$ cat config.mk
export PLATFORM = sky130hd
export DESIGN_NAME = lsu_unit
export DESIGN_NICKNAME = d
export VERILOG_FILES = /design/src/rtl/lsu_pkg.sv /design/src/rtl/lsu_load_align.sv /design/src/rtl/lsu_unit.sv
export SDC_FILE = /design/constraint.sdc
export NUM_CORES = 1
export LEC_CHECK = 0
export CORE_AREA = 2 2 141 143
export DETAILED_ROUTE_END_ITERATION = 6
export DIE_AREA = 0 0 143 145
export PLACE_DENSITY = 0.55
export SETUP_SLACK_MARGIN = 0.05
export SLEW_MARGIN = 30
export SYNTH_ARGS = -nofsm -noshare
export SYNTH_HDL_FRONTEND = slang
export SYNTH_HIERARCHICAL = 1
export SYNTH_SLANG_ARGS = --single-unit
$ cat constraint.sdc
create_clock -name clk_i -period 3.7 [get_ports clk_i]
set_input_delay 0.925 -clock clk_i [delete_from_list [all_inputs] [get_ports clk_i]]
set_output_delay 0.925 -clock clk_i [all_outputs]
set_load 0.01 [all_outputs]
$ cat src/rtl/lsu_pkg.sv
// Shared types for the load/store unit: FSM states, funct3 encodings and byte-enable helper.
package lsu_pkg;

    typedef enum logic [1:0] {
        S_IDLE,
        S_REQ,
        S_WAIT,
        S_DONE
    } lsu_state_e;

    localparam logic [2:0] F3_B  = 3'b000;
    localparam logic [2:0] F3_H  = 3'b001;
    localparam logic [2:0] F3_W  = 3'b010;
    localparam logic [2:0] F3_BU = 3'b100;
    localparam logic [2:0] F3_HU = 3'b101;

    // size is funct3[1:0]; the sign bit does not affect which lanes are touched
    function automatic logic [3:0] lsu_be(input logic [1:0] size, input logic [1:0] off);
        logic [3:0] be;
        case (size)
            2'b00:   be = 4'b0001 << off;
            2'b01:   be = off[1] ? 4'b1100 : 4'b0011;
            2'b10:   be = 4'b1111;
            default: be = 4'b0000;
        endcase
        return be;
    endfunction

endpackage

$ cat src/rtl/lsu_load_align.sv
// Selects the addressed byte/halfword from a read word and sign- or zero-extends it.
module lsu_load_align
    import lsu_pkg::*;
(
    input  logic [31:0] rdata,
    input  logic [2:0]  funct3,
    input  logic [1:0]  addr_lo,
    output logic [31:0] data
);

    logic [7:0]  byte_sel;
    logic [15:0] half_sel;

    always_comb begin
        byte_sel = rdata[{addr_lo, 3'b000} +: 8];
        half_sel = addr_lo[1] ? rdata[31:16] : rdata[15:0];
        case (funct3)
            F3_B:    data = {{24{byte_sel[7]}}, byte_sel};
            F3_H:    data = {{16{half_sel[15]}}, half_sel};
            F3_BU:   data = {24'h0, byte_sel};
            F3_HU:   data = {16'h0, half_sel};
            default: data = rdata;
        endcase
    end

endmodule

$ cat src/rtl/lsu_unit.sv
// Memory-stage load/store unit: drives a req/gnt/rvalid data port and stalls the pipeline
// until the access completes; illegal/misaligned accesses are flagged and never issued.
module lsu_unit
    import lsu_pkg::*;
#(
    parameter int ADDR_W = 32,
    parameter int DATA_W = 32
) (
    input  logic              clk_i,
    input  logic              rst_ni,
    input  logic              memRead_i,
    input  logic              memWrite_i,
    input  logic [2:0]        funct3_i,
    input  logic [ADDR_W-1:0] addr_i,
    input  logic [DATA_W-1:0] storeData_i,
    output logic [DATA_W-1:0] loadData_o,
    output logic              stall_o,
    output logic              misaligned_o,
    output logic              dmem_req_o,
    output logic              dmem_we_o,
    output logic [ADDR_W-1:0] dmem_addr_o,
    output logic [3:0]        dmem_be_o,
    output logic [DATA_W-1:0] dmem_wdata_o,
    input  logic              dmem_gnt_i,
    input  logic              dmem_rvalid_i,
    input  logic [DATA_W-1:0] dmem_rdata_i
);

    lsu_state_e        state_q, state_d;
    logic              we_q, we_d;
    logic [ADDR_W-1:0] addr_q, addr_d;
    logic [3:0]        be_q, be_d;
    logic [DATA_W-1:0] wdata_q, wdata_d;
    logic [DATA_W-1:0] load_q, load_d;
    logic [2:0]        f3_q, f3_d;
    logic [1:0]        off_q, off_d;

    logic              access, legal_f3, aligned, legal;
    logic [DATA_W-1:0] wdata_rep;
    logic [DATA_W-1:0] load_ext;

    lsu_load_align u_align (
        .rdata   (dmem_rdata_i),
        .funct3  (f3_q),
        .addr_lo (off_q),
        .data    (load_ext)
    );

    always_comb begin
        access = memRead_i | memWrite_i;
        // a simultaneous read and write is handled as a load
        if (memRead_i) legal_f3 = funct3_i inside {F3_B, F3_H, F3_W, F3_BU, F3_HU};
        else           legal_f3 = funct3_i inside {F3_B, F3_H, F3_W};
        case (funct3_i[1:0])
            2'b01:   aligned = ~addr_i[0];
            2'b10:   aligned = (addr_i[1:0] == 2'b00);
            default: aligned = 1'b1;
        endcase
        legal = legal_f3 & aligned;
        case (funct3_i[1:0])
            2'b00:   wdata_rep = {4{storeData_i[7:0]}};
            2'b01:   wdata_rep = {2{storeData_i[15:0]}};
            default: wdata_rep = storeData_i;
        endcase
    end

    always_comb begin
        state_d = state_q;
        we_d    = we_q;
        addr_d  = addr_q;
        be_d    = be_q;
        wdata_d = wdata_q;
        load_d  = load_q;
        f3_d    = f3_q;
        off_d   = off_q;
        case (state_q)
            S_IDLE: begin
                if (access && legal) begin
                    state_d = S_REQ;
                    we_d    = ~memRead_i;
                    addr_d  = {addr_i[ADDR_W-1:2], 2'b00};
                    be_d    = lsu_be(funct3_i[1:0], addr_i[1:0]);
                    wdata_d = wdata_rep;
                    f3_d    = funct3_i;
                    off_d   = addr_i[1:0];
                end
            end
            S_REQ: begin
                if (dmem_gnt_i) begin
                    if (we_q) begin
                        state_d = S_DONE;
                    end else if (dmem_rvalid_i) begin
                        load_d  = load_ext;
                        state_d = S_DONE;
                    end else begin
                        state_d = S_WAIT;
                    end
                end
            end
            S_WAIT: begin
                if (dmem_rvalid_i) begin
                    load_d  = load_ext;
                    state_d = S_DONE;
                end
            end
            default: state_d = S_IDLE;
        endcase
    end

    always_ff @(posedge clk_i or negedge rst_ni) begin
        if (!rst_ni) begin
            state_q <= S_IDLE;
            we_q    <= 1'b0;
            addr_q  <= '0;
            be_q    <= 4'b0000;
            wdata_q <= '0;
            load_q  <= '0;
            f3_q    <= 3'b000;
            off_q   <= 2'b00;
        end else begin
            state_q <= state_d;
            we_q    <= we_d;
            addr_q  <= addr_d;
            be_q    <= be_d;
            wdata_q <= wdata_d;
            load_q  <= load_d;
            f3_q    <= f3_d;
            off_q   <= off_d;
        end
    end

    assign stall_o      = (state_q == S_IDLE && access && legal) ||
                          (state_q == S_REQ) || (state_q == S_WAIT);
    assign misaligned_o = (state_q == S_IDLE) && access && !legal;
    assign dmem_req_o   = (state_q == S_REQ);
    assign dmem_we_o    = we_q;
    assign dmem_addr_o  = addr_q;
    assign dmem_be_o    = be_q;
    assign dmem_wdata_o = wdata_q;
    assign loadData_o   = load_q;

endmodule
==> results of run 1 <==
-- worst max-delay path: cells and delay by family --
family | cells | cell delay, ns
adders and majority gates | 1 | 0.19
buffers and inverters | 4 | 0.63
AOI/OAI and AO/OA | 1 | 0.37
and+or+nand+nor | 2 | 0.46
-- through the flow --
stage	worst slack [ns]	hold WS, ns	setup TNS (ns)	std cells
2_1_floorplan	0.291	0.476	0	469
3_3_place_gp	-0.337	0.489	-7.60	928
3_5_place_dp	-0.376	0.491	-8.60	928
4_1_cts	0.190	0.509	0	944
5_1_grt	0.0892	0.528	0	944
6_report	0.195	0.508	0	945
-- what timing repair did --
| item | 4_1_cts | 5_1_grt |
|---|---|---|
| buffers inserted | 0 | 0 |
| setup endpoints to repair | 25 | 0 |
| resized for setup | 10 | 0 |
-- flip-flops by register name, indices dropped and copies added, names as in the netlist --
| signal | cells |
|---|---|
| f3_q | 3 |
| loadData_o | 32 |
| dmem_we_o | 1 |
| dmem_addr_o | 30 |
| dmem_wdata_o | 32 |
| state_q | 2 |
| dmem_be_o | 4 |
| off_q | 2 |
-- area by class of cell --
type / count / area [sq um] / share of cell area, %
repair buffers: 224 / 2210 / 26.7
well taps: 265 / 332 / 4.00
flip-flops and latches: 106 / 2650 / 32.0
clock buffers: 12 / 246 / 2.97
clock inverters: 4 / 26.3 / 0.317
inverters: 12 / 45.0 / 0.544
diodes: 1 / 2.50 / 0.0302
multi-input cells: 321 / 2770 / 33.5
-- synthesized netlist by cell type, drive strengths merged, types with 10 or more instances --
master and instances:
nand3b 10, inv 12, mux2 107, o21ai 15
nand2 43, a21oi 29, buf 21, dfrtp 106
mux2i 13, nor2 23, nor2b 10, nand3 18
-- kinds of logic after synthesis --
| group | count (synthesis) | share of synthesized area (%) |
|---|---|---|
| AOI/OAI and AO/OA | 76 | 8.66 |
| adders and majority gates | 9 | 1.99 |
| buffers and inverters | 42 | 4.46 |
| DFF | 106 | 46.8 |
| muxes | 121 | 28.5 |
| other | 1 | 0.0662 |
| and+or+nand+nor | 113 | 9.52 |
-- metal layers --
metal	vias to the layer above	global-route usage, %
met2	162	25.9
met5	-	0
li1	2060	-
met4	0	4.60
met1	2121	20.5
met3	13	4.98
-- cells in the final DEF (no fill, tap or decap), drive strengths merged, types with 10 or more instances in the layout --
master	n
a21oi	29
buf	19
clkbuf	12
clkdlybuf4s50	201
dfrtp	106
inv	13
mux2	107
mux2i	13
nand2	43
nand3	18
nand3b	10
nor2	23
nor2b	10
o21ai	15
-- worst paths after layout --
check / end / slack (ns) / depth (start not counted)
setup / recovery: stall_o / 0.19 / 8
hold / removal: loadData_o[22]$_DFFE_PN0P_ / 0.51 / 1
setup reg to reg: dmem_addr_o[25]$_DFFE_PN0P_ / 1.09 / 7
hold reg to reg: loadData_o[22]$_DFFE_PN0P_ / 0.51 / 1
max in group asynchronous: loadData_o[25]$_DFFE_PN0P_ / 2.45 / 2
min in group asynchronous: loadData_o[22]$_DFFE_PN0P_ / 0.61 / 1
-- power groups by stage --
stage	sequential (uW)	combinational, uW	clock, uW
5_1_grt	2280	3590	993
2_1_floorplan	2300	1670	0
6_report	2190	3360	905
4_1_cts	2190	3400	944
3_5_place_dp	2190	3410	0
3_3_place_gp	2190	3360	0
==> tab_implementation.tex, run 1 <==
\begin{tabular}{lr}
\hline
Metric & Value \\
\hline
\multicolumn{2}{l}{\textbf{Global route}} \\
Wire length of the first global-routing pass & 25.6 mm \\
Pin count of the biggest net entering global routing & 75 \\
Aggregate global routing overflow & 0 \\
Number of global-route vias before repair & 4630 \\
Overall fraction of global-route tracks in use & 16.0\% \\
Antenna violations before repair & 1 \\
\multicolumn{2}{l}{\textbf{Synthesis}} \\
Avg Inst Size Synth & 12.1 sq um \\
Flip-flop and latch count after synthesis & 106 \\
Seq/Total Area, Yosys & 46.8\% \\
Netlist area before placement & 0.00566 sq mm \\
Top area cells in the synthesized netlist & sky130\_fd\_sc\_hd\_\_dfrtp\_1, sky130\_fd\_sc\_hd\_\_mux2\_4, sky130\_fd\_sc\_hd\_\_mux2\_2, sky130\_fd\_sc\_hd\_\_nand2\_1, sky130\_fd\_sc\_hd\_\_a21oi\_1 \\
Share of synthesized flip-flops with an asynchronous set or reset & 100\% \\
Synthesized instance count & 468 \\
Flip-flop cell with the highest count after synthesis & sky130\_fd\_sc\_hd\_\_dfrtp\_1 \\
Area share of the leading cell type in the synthesized netlist & 46.8\% \\
Syn. warnings & 6 \\
Number of flops mapped to enable cells by yosys & 0 \\
Cell type with the highest aggregate area in the netlist & sky130\_fd\_sc\_hd\_\_dfrtp\_1 \\
Synth unique cells & 40 \\
\multicolumn{2}{l}{\textbf{Critical path}} \\
Worst stage delay on the critical path & 0.38 ns \\
Category of the most critical setup path & in2out \\
Endpoint arrival time on the critical path & 2.58 ns \\
Critical path startpoint category & primary input \\
Required time reported for the critical path endpoint & 2.77 ns \\
Critical-path top delay cell & sky130\_fd\_sc\_hd\_\_or3\_4 \\
Type of element capturing the critical path & output port \\
Cells traversed along the worst timing path & dlygate4sd2\_1 -> inv\_2 -> ha\_2 -> inv\_1 -> o311a\_1 -> or3\_4 -> nand3\_1 -> clkdlybuf4s15\_2 \\
Worst r2r src & state\_q[0]\$\_DFFE\_PN0P\_ \\
Worst Path Max Fanout & 3 \\
Worst setup path start & funct3\_i[0] \\
\multicolumn{2}{l}{\textbf{Run status}} \\
Run status & complete, no violations \\
\multicolumn{2}{l}{\textbf{Power and ir drop}} \\
Part of the power in the clock network & 14.0\% \\
Largest voltage drop on the vdd net & 0.303 mV \\
Total power draw & 6450 uW \\
Flop pwr share & 33.9\% \\
Leakage power & 0.00380 uW \\
Total power density per cell area & 778 mW/mm\^{}2 \\
Fraction of power consumed by combinational cells & 52.1\% \\
P\_sw & 2130 uW \\
Int Pwr & 4320 uW \\
Fraction of power spent switching nets & 33.0\% \\
\multicolumn{2}{l}{\textbf{Clock network}} \\
Reg clk slew, reported paths & 0.07 ns \\
H-tree levels & 3 \\
Num CTS Buffers & 9 \\
Maximum clock insertion buffer count & 2 \\
Cell at the root of the clock tree & sky130\_fd\_sc\_hd\_\_clkbuf\_16 \\
Clock latency on the worst-skew pair & 0.35 ns \\
CTS tree & yes \\
Sink Count & 106 \\
Hold buffer count at cts & 0 \\
\multicolumn{2}{l}{\textbf{Routing}} \\
Routed length on met3 & 1.36 mm \\
Post-detailed-route via-to-cell ratio & 4.61 \\
1st-pass router iterations & 5 \\
Routed met2 length & 7.65 mm \\
Max layer used & met4 \\
Per-cell routed wire length & 17.3 microns \\
Total number of vias & 4356 \\
DRC violation count after routing & 0 \\
Drt total wl & 16.3 mm \\
Met1 wire length & 7.13 mm \\
Antenna-violating nets left & 0 \\
Violation count after the first detailed-route iteration & 185 \\
\multicolumn{2}{l}{\textbf{Final layout}} \\
Signed area change from the synthesized netlist to the final layout & 46.3\% \\
Fraction of final layout cells sized beyond drive strength 1 & 22.2\% \\
Final Instance Area & 0.00829 sq mm \\
Filler cell count in the final layout & 1806 \\
End-of-flow core utilization & 43.1\% \\
Final nets & 788 \\
\multicolumn{2}{l}{\textbf{Timing}} \\
Setup repair after global routing missed its margin & no \\
Final setup skew & 0.00805 ns \\
Post-route minimum period & 3.51 ns \\
Worst max-slew margin expressed relative to the limit & 41.6\% \\
Count of endpoints failing hold in the final timing report & 0 \\
Fmax & 285 MHz \\
Ratio of final minimum period to clock period & 94.7\% \\
Pin slew with the least headroom to its limit & 0.876 ns \\
Final number of setup-violating endpoints & 0 \\
Max Transition Viols Final & 0 \\
\multicolumn{2}{l}{\textbf{Worst hold path}} \\
HP Start & loadData\_o[22]\$\_DFFE\_PN0P\_ \\
Class of the worst hold path & reg2reg \\
\multicolumn{2}{l}{\textbf{Floorplanning}} \\
Boundary pin count & 209 \\
Starting Density & 29.5\% \\
Core Box Area & 0.0192 sq mm \\
Floorplan row count & 51 \\
Die Area & 0.0207 sq mm \\
Chip height & 145 microns \\
DIE WIDTH & 143 microns \\
\multicolumn{2}{l}{\textbf{Flow run}} \\
Max-capacitance violation count & 0 \\
\multicolumn{2}{l}{\textbf{Place}} \\
Routability Congestion & 0.840 \\
Cell Area, Placed & 0.00800 sq mm \\
Estimated wirelength of the detail-placed design & 12.4 mm \\
PortBufs & 206 \\
\hline
\end{tabular}
Power figures use the tool's default switching activity.
==> run 2: changes to the inputs <==
--- a/config.mk
+++ b/config.mk
@@ -5,10 +5,11 @@
 export SDC_FILE = /design/constraint.sdc
 export NUM_CORES = 1
 export LEC_CHECK = 0
-export CORE_AREA = 2 2 141 143
+export CORE_AREA = 2 2 129 156
 export DETAILED_ROUTE_END_ITERATION = 6
-export DIE_AREA = 0 0 143 145
-export PLACE_DENSITY = 0.55
+export DIE_AREA = 0 0 131 158
+export GPL_TIMING_DRIVEN = 1
+export PLACE_DENSITY = 0.65
 export SETUP_SLACK_MARGIN = 0.05
 export SLEW_MARGIN = 30
 export SYNTH_ARGS = -nofsm -noshare
==> run 2 against run 1 <==
Against the previous run:
- global-route usage down 0.82 points
- clock skew shrank 0.0017 ns
- fmax down 1.4%
- count of clock-buffer cells in the layout down 2
- critical path depth is the same
- cell area rose by 0.74%
- clock power up 14%
- wire length decreased by 4.1%
- critical endpoint unchanged
==> tab_implementation.tex, run 2 (synthesized netlist as in run 1, its figures left out) <==
\begin{tabular}{lr}
\hline
Metric & Value \\
\hline
\multicolumn{2}{l}{\textbf{Final layout}} \\
Final Instance Area & 0.00835 sq mm (+0.74\%) \\
Final nets & 790 (+0.25\%) \\
Signed area change from the synthesized netlist to the final layout & 47.4\% \\
Total area of sequential cells & 0.00265 sq mm (unchanged) \\
Commonest non-fill, non-tap cells in the layout & sky130\_fd\_sc\_hd\_\_clkdlybuf4s50\_1, sky130\_fd\_sc\_hd\_\_dfrtp\_1, sky130\_fd\_sc\_hd\_\_mux2\_4 \\
Area of combinational cells with multiple inputs & 0.00278 sq mm (+0.23\%) \\
Fraction of final layout cells sized beyond drive strength 1 & 22.9\% (+0.67 points) \\
Most common library cell in the layout ignoring fill and taps & sky130\_fd\_sc\_hd\_\_clkdlybuf4s50\_1 \\
Total inserted antenna cells & 0 (-1) \\
Filler cell count in the final layout & 1841 (+1.9\%) \\
\multicolumn{2}{l}{\textbf{Floorplanning}} \\
Chip height & 158 microns (+9.0\%) \\
DIE WIDTH & 131 microns (-8.4\%) \\
Core Box Area & 0.0193 sq mm (+0.32\%) \\
Die Area & 0.0207 sq mm (-0.18\%) \\
Starting Density & 29.4\% (-0.094 points) \\
Boundary pin count & 209 (unchanged) \\
Floorplan row count & 56 (+9.8\%) \\
\multicolumn{2}{l}{\textbf{Timing}} \\
Final setup skew & 0.00634 ns (-0.00171 ns) \\
Setup repair after global routing missed its margin & no \\
Ratio of final minimum period to clock period & 96.1\% (+1.4 points) \\
Pin slew with the least headroom to its limit & 0.737 ns (-0.139 ns) \\
Max Transition Viols Final & 0 (unchanged) \\
Post-route minimum period & 3.56 ns (+0.0512 ns) \\
Worst max-slew margin expressed relative to the limit & 50.9\% (+9.3 points) \\
Final number of setup-violating endpoints & 0 (unchanged) \\
Fmax & 281 MHz (-1.4\%) \\
Count of endpoints failing hold in the final timing report & 0 (unchanged) \\
Setup TNS Final & 0 ns (unchanged) \\
\multicolumn{2}{l}{\textbf{Clock network}} \\
Hold buffer count at cts & 0 (unchanged) \\
Reg clk slew, reported paths & 0.07 ns (about the same) \\
Num CTS Buffers & 9 (unchanged) \\
Maximum clock insertion buffer count & 2 (unchanged) \\
CTS tree & yes \\
Cell at the root of the clock tree & sky130\_fd\_sc\_hd\_\_clkbuf\_16 \\
H-tree levels & 3 (unchanged) \\
Sink Count & 106 (unchanged) \\
Clock latency on the worst-skew pair & 0.36 ns (about the same) \\
Post-CTS setup buffers & 0 (unchanged) \\
\multicolumn{2}{l}{\textbf{Global route}} \\
Number of global-route vias before repair & 4412 (-4.7\%) \\
Antenna violations before repair & 0 (-1) \\
Pin count of the biggest net entering global routing & 68 (-9.3\%) \\
Wire length of the first global-routing pass & 23.9 mm (-6.8\%) \\
Aggregate global routing overflow & 0 (unchanged) \\
Overall fraction of global-route tracks in use & 15.2\% (-0.82 points) \\
\multicolumn{2}{l}{\textbf{Routing}} \\
Antenna-violating nets left & 0 (unchanged) \\
Drt total wl & 15.7 mm (-4.1\%) \\
Post-detailed-route via-to-cell ratio & 4.58 (-0.74\%) \\
1st-pass router iterations & 7 (+2) \\
Per-cell routed wire length & 16.6 microns (-3.8\%) \\
DRC violation count after routing & 0 (unchanged) \\
Violation count after the first detailed-route iteration & 170 (-8.1\%) \\
Total number of vias & 4310 (-1.1\%) \\
\multicolumn{2}{l}{\textbf{Run status}} \\
Run status & complete, no violations \\
\multicolumn{2}{l}{\textbf{Critical path}} \\
Critical path startpoint category & primary input \\
Type of element capturing the critical path & output port \\
Category of the most critical setup path & in2out \\
Worst setup path start & funct3\_i[1] \\
Endpoint arrival time on the critical path & 2.63 ns (+0.05 ns) \\
Worst Path Max Fanout & 4 (+1) \\
Worst r2r src & off\_q[1]\$\_DFFE\_PN0P\_ \\
Required time reported for the critical path endpoint & 2.77 ns (about the same) \\
\multicolumn{2}{l}{\textbf{Place}} \\
Routability Congestion & 0.749 (-11\%) \\
PortBufs & 206 (unchanged) \\
Estimated wirelength of the detail-placed design & 11.4 mm (-7.8\%) \\
Cell Area, Placed & 0.00803 sq mm (+0.28\%) \\
\multicolumn{2}{l}{\textbf{Power and ir drop}} \\
Leakage power & 0.00383 uW (+0.86\%) \\
Total power density per cell area & 784 mW/mm\^{}2 (+0.74\%) \\
Largest voltage drop on the vdd net & 0.315 mV (+3.8\%) \\
\multicolumn{2}{l}{\textbf{Worst hold path}} \\
HP Start & loadData\_o[30]\$\_DFFE\_PN0P\_ \\
Class of the worst hold path & reg2reg \\
\multicolumn{2}{l}{\textbf{Flow run}} \\
Max-capacitance violation count & 0 (unchanged) \\
\hline
\end{tabular}
[run 2: cell types whose count changed in the layout (fill, tap and decap cells not counted), sizes merged]
cell    before  now
buf         19   21
bufinv       0    1
clkbuf      12   10
clkinv       2    1
diode        1    0
inv         13   15
[run 2: area by class of cell]
cell class | count | share of cell area, %
clock buffer | 10 | 2.86
multi-input combinational | 321 | 33.3
clock inverter | 6 | 0.869
timing repair buffer | 226 | 26.7
inverter | 12 | 0.540
sequential | 106 | 31.8
tap | 261 | 3.91
[run 2: per-stage QoR]
step | instances | power [uW] | utilization, % | setup WS (ns) | hold slack [ns]
after CTS | 942 | 6630 | 43.3 | 0.133 | 0.510
final | 942 | 6540 | 43.3 | 0.143 | 0.505
after floorplan | 469 | 3970 | - | 0.291 | 0.476
after global placement | 926 | 5530 | 41.7 | -0.376 | 0.485
after global routing | 942 | 6970 | 43.3 | 0.0522 | 0.517
after detailed placement | 926 | 5570 | 41.7 | -0.446 | 0.490
[run 2: layer usage]
layer  wire [microns]  GRT usage, %  vias up  share of wire, %
met5                0             0        -                 0
met4              234          5.62        0               1.5
met3             1140          4.22       12               7.3
met2             7470          25.5      144                48
met1             6810          18.5     2092                44
li1                 -             -     2062                 -
[run 2: power by group]
group	total, uW	internal, uW	switching [uW]
clock network	1030	553	474
registers	2160	1740	423
logic	3360	2110	1250
[run 2: repair_timing]
action,4_1_cts,5_1_grt
endpoints found under the hold margin,0,0
endpoints found under the setup margin,2,0
gates resized for setup,11,0
[run 2: critical path, stage by stage]
cell	delay, ns
sky130_fd_sc_hd__dlygate4sd2_1	0.29
sky130_fd_sc_hd__inv_2	0.10
sky130_fd_sc_hd__ha_2	0.22
sky130_fd_sc_hd__nor2_2	0.06
sky130_fd_sc_hd__a211o_1	0.32
sky130_fd_sc_hd__or3_4	0.40
sky130_fd_sc_hd__nand3_1	0.09
sky130_fd_sc_hd__clkdlybuf4s15_2	0.22
[run 2: worst paths after layout]
kind                                               end  slack (ns)  cells after the start
setup / recovery                               stall_o        0.14                      8
hold / removal              loadData_o[30]$_DFFE_PN0P_        0.51                      1
setup reg to reg            loadData_o[11]$_DFFE_PN0P_        1.22                      4
hold reg to reg             loadData_o[30]$_DFFE_PN0P_        0.51                      1
max in group asynchronous  dmem_wdata_o[2]$_DFFE_PN0P_        2.37                      2
min in group asynchronous   loadData_o[21]$_DFFE_PN0P_        0.57                      1
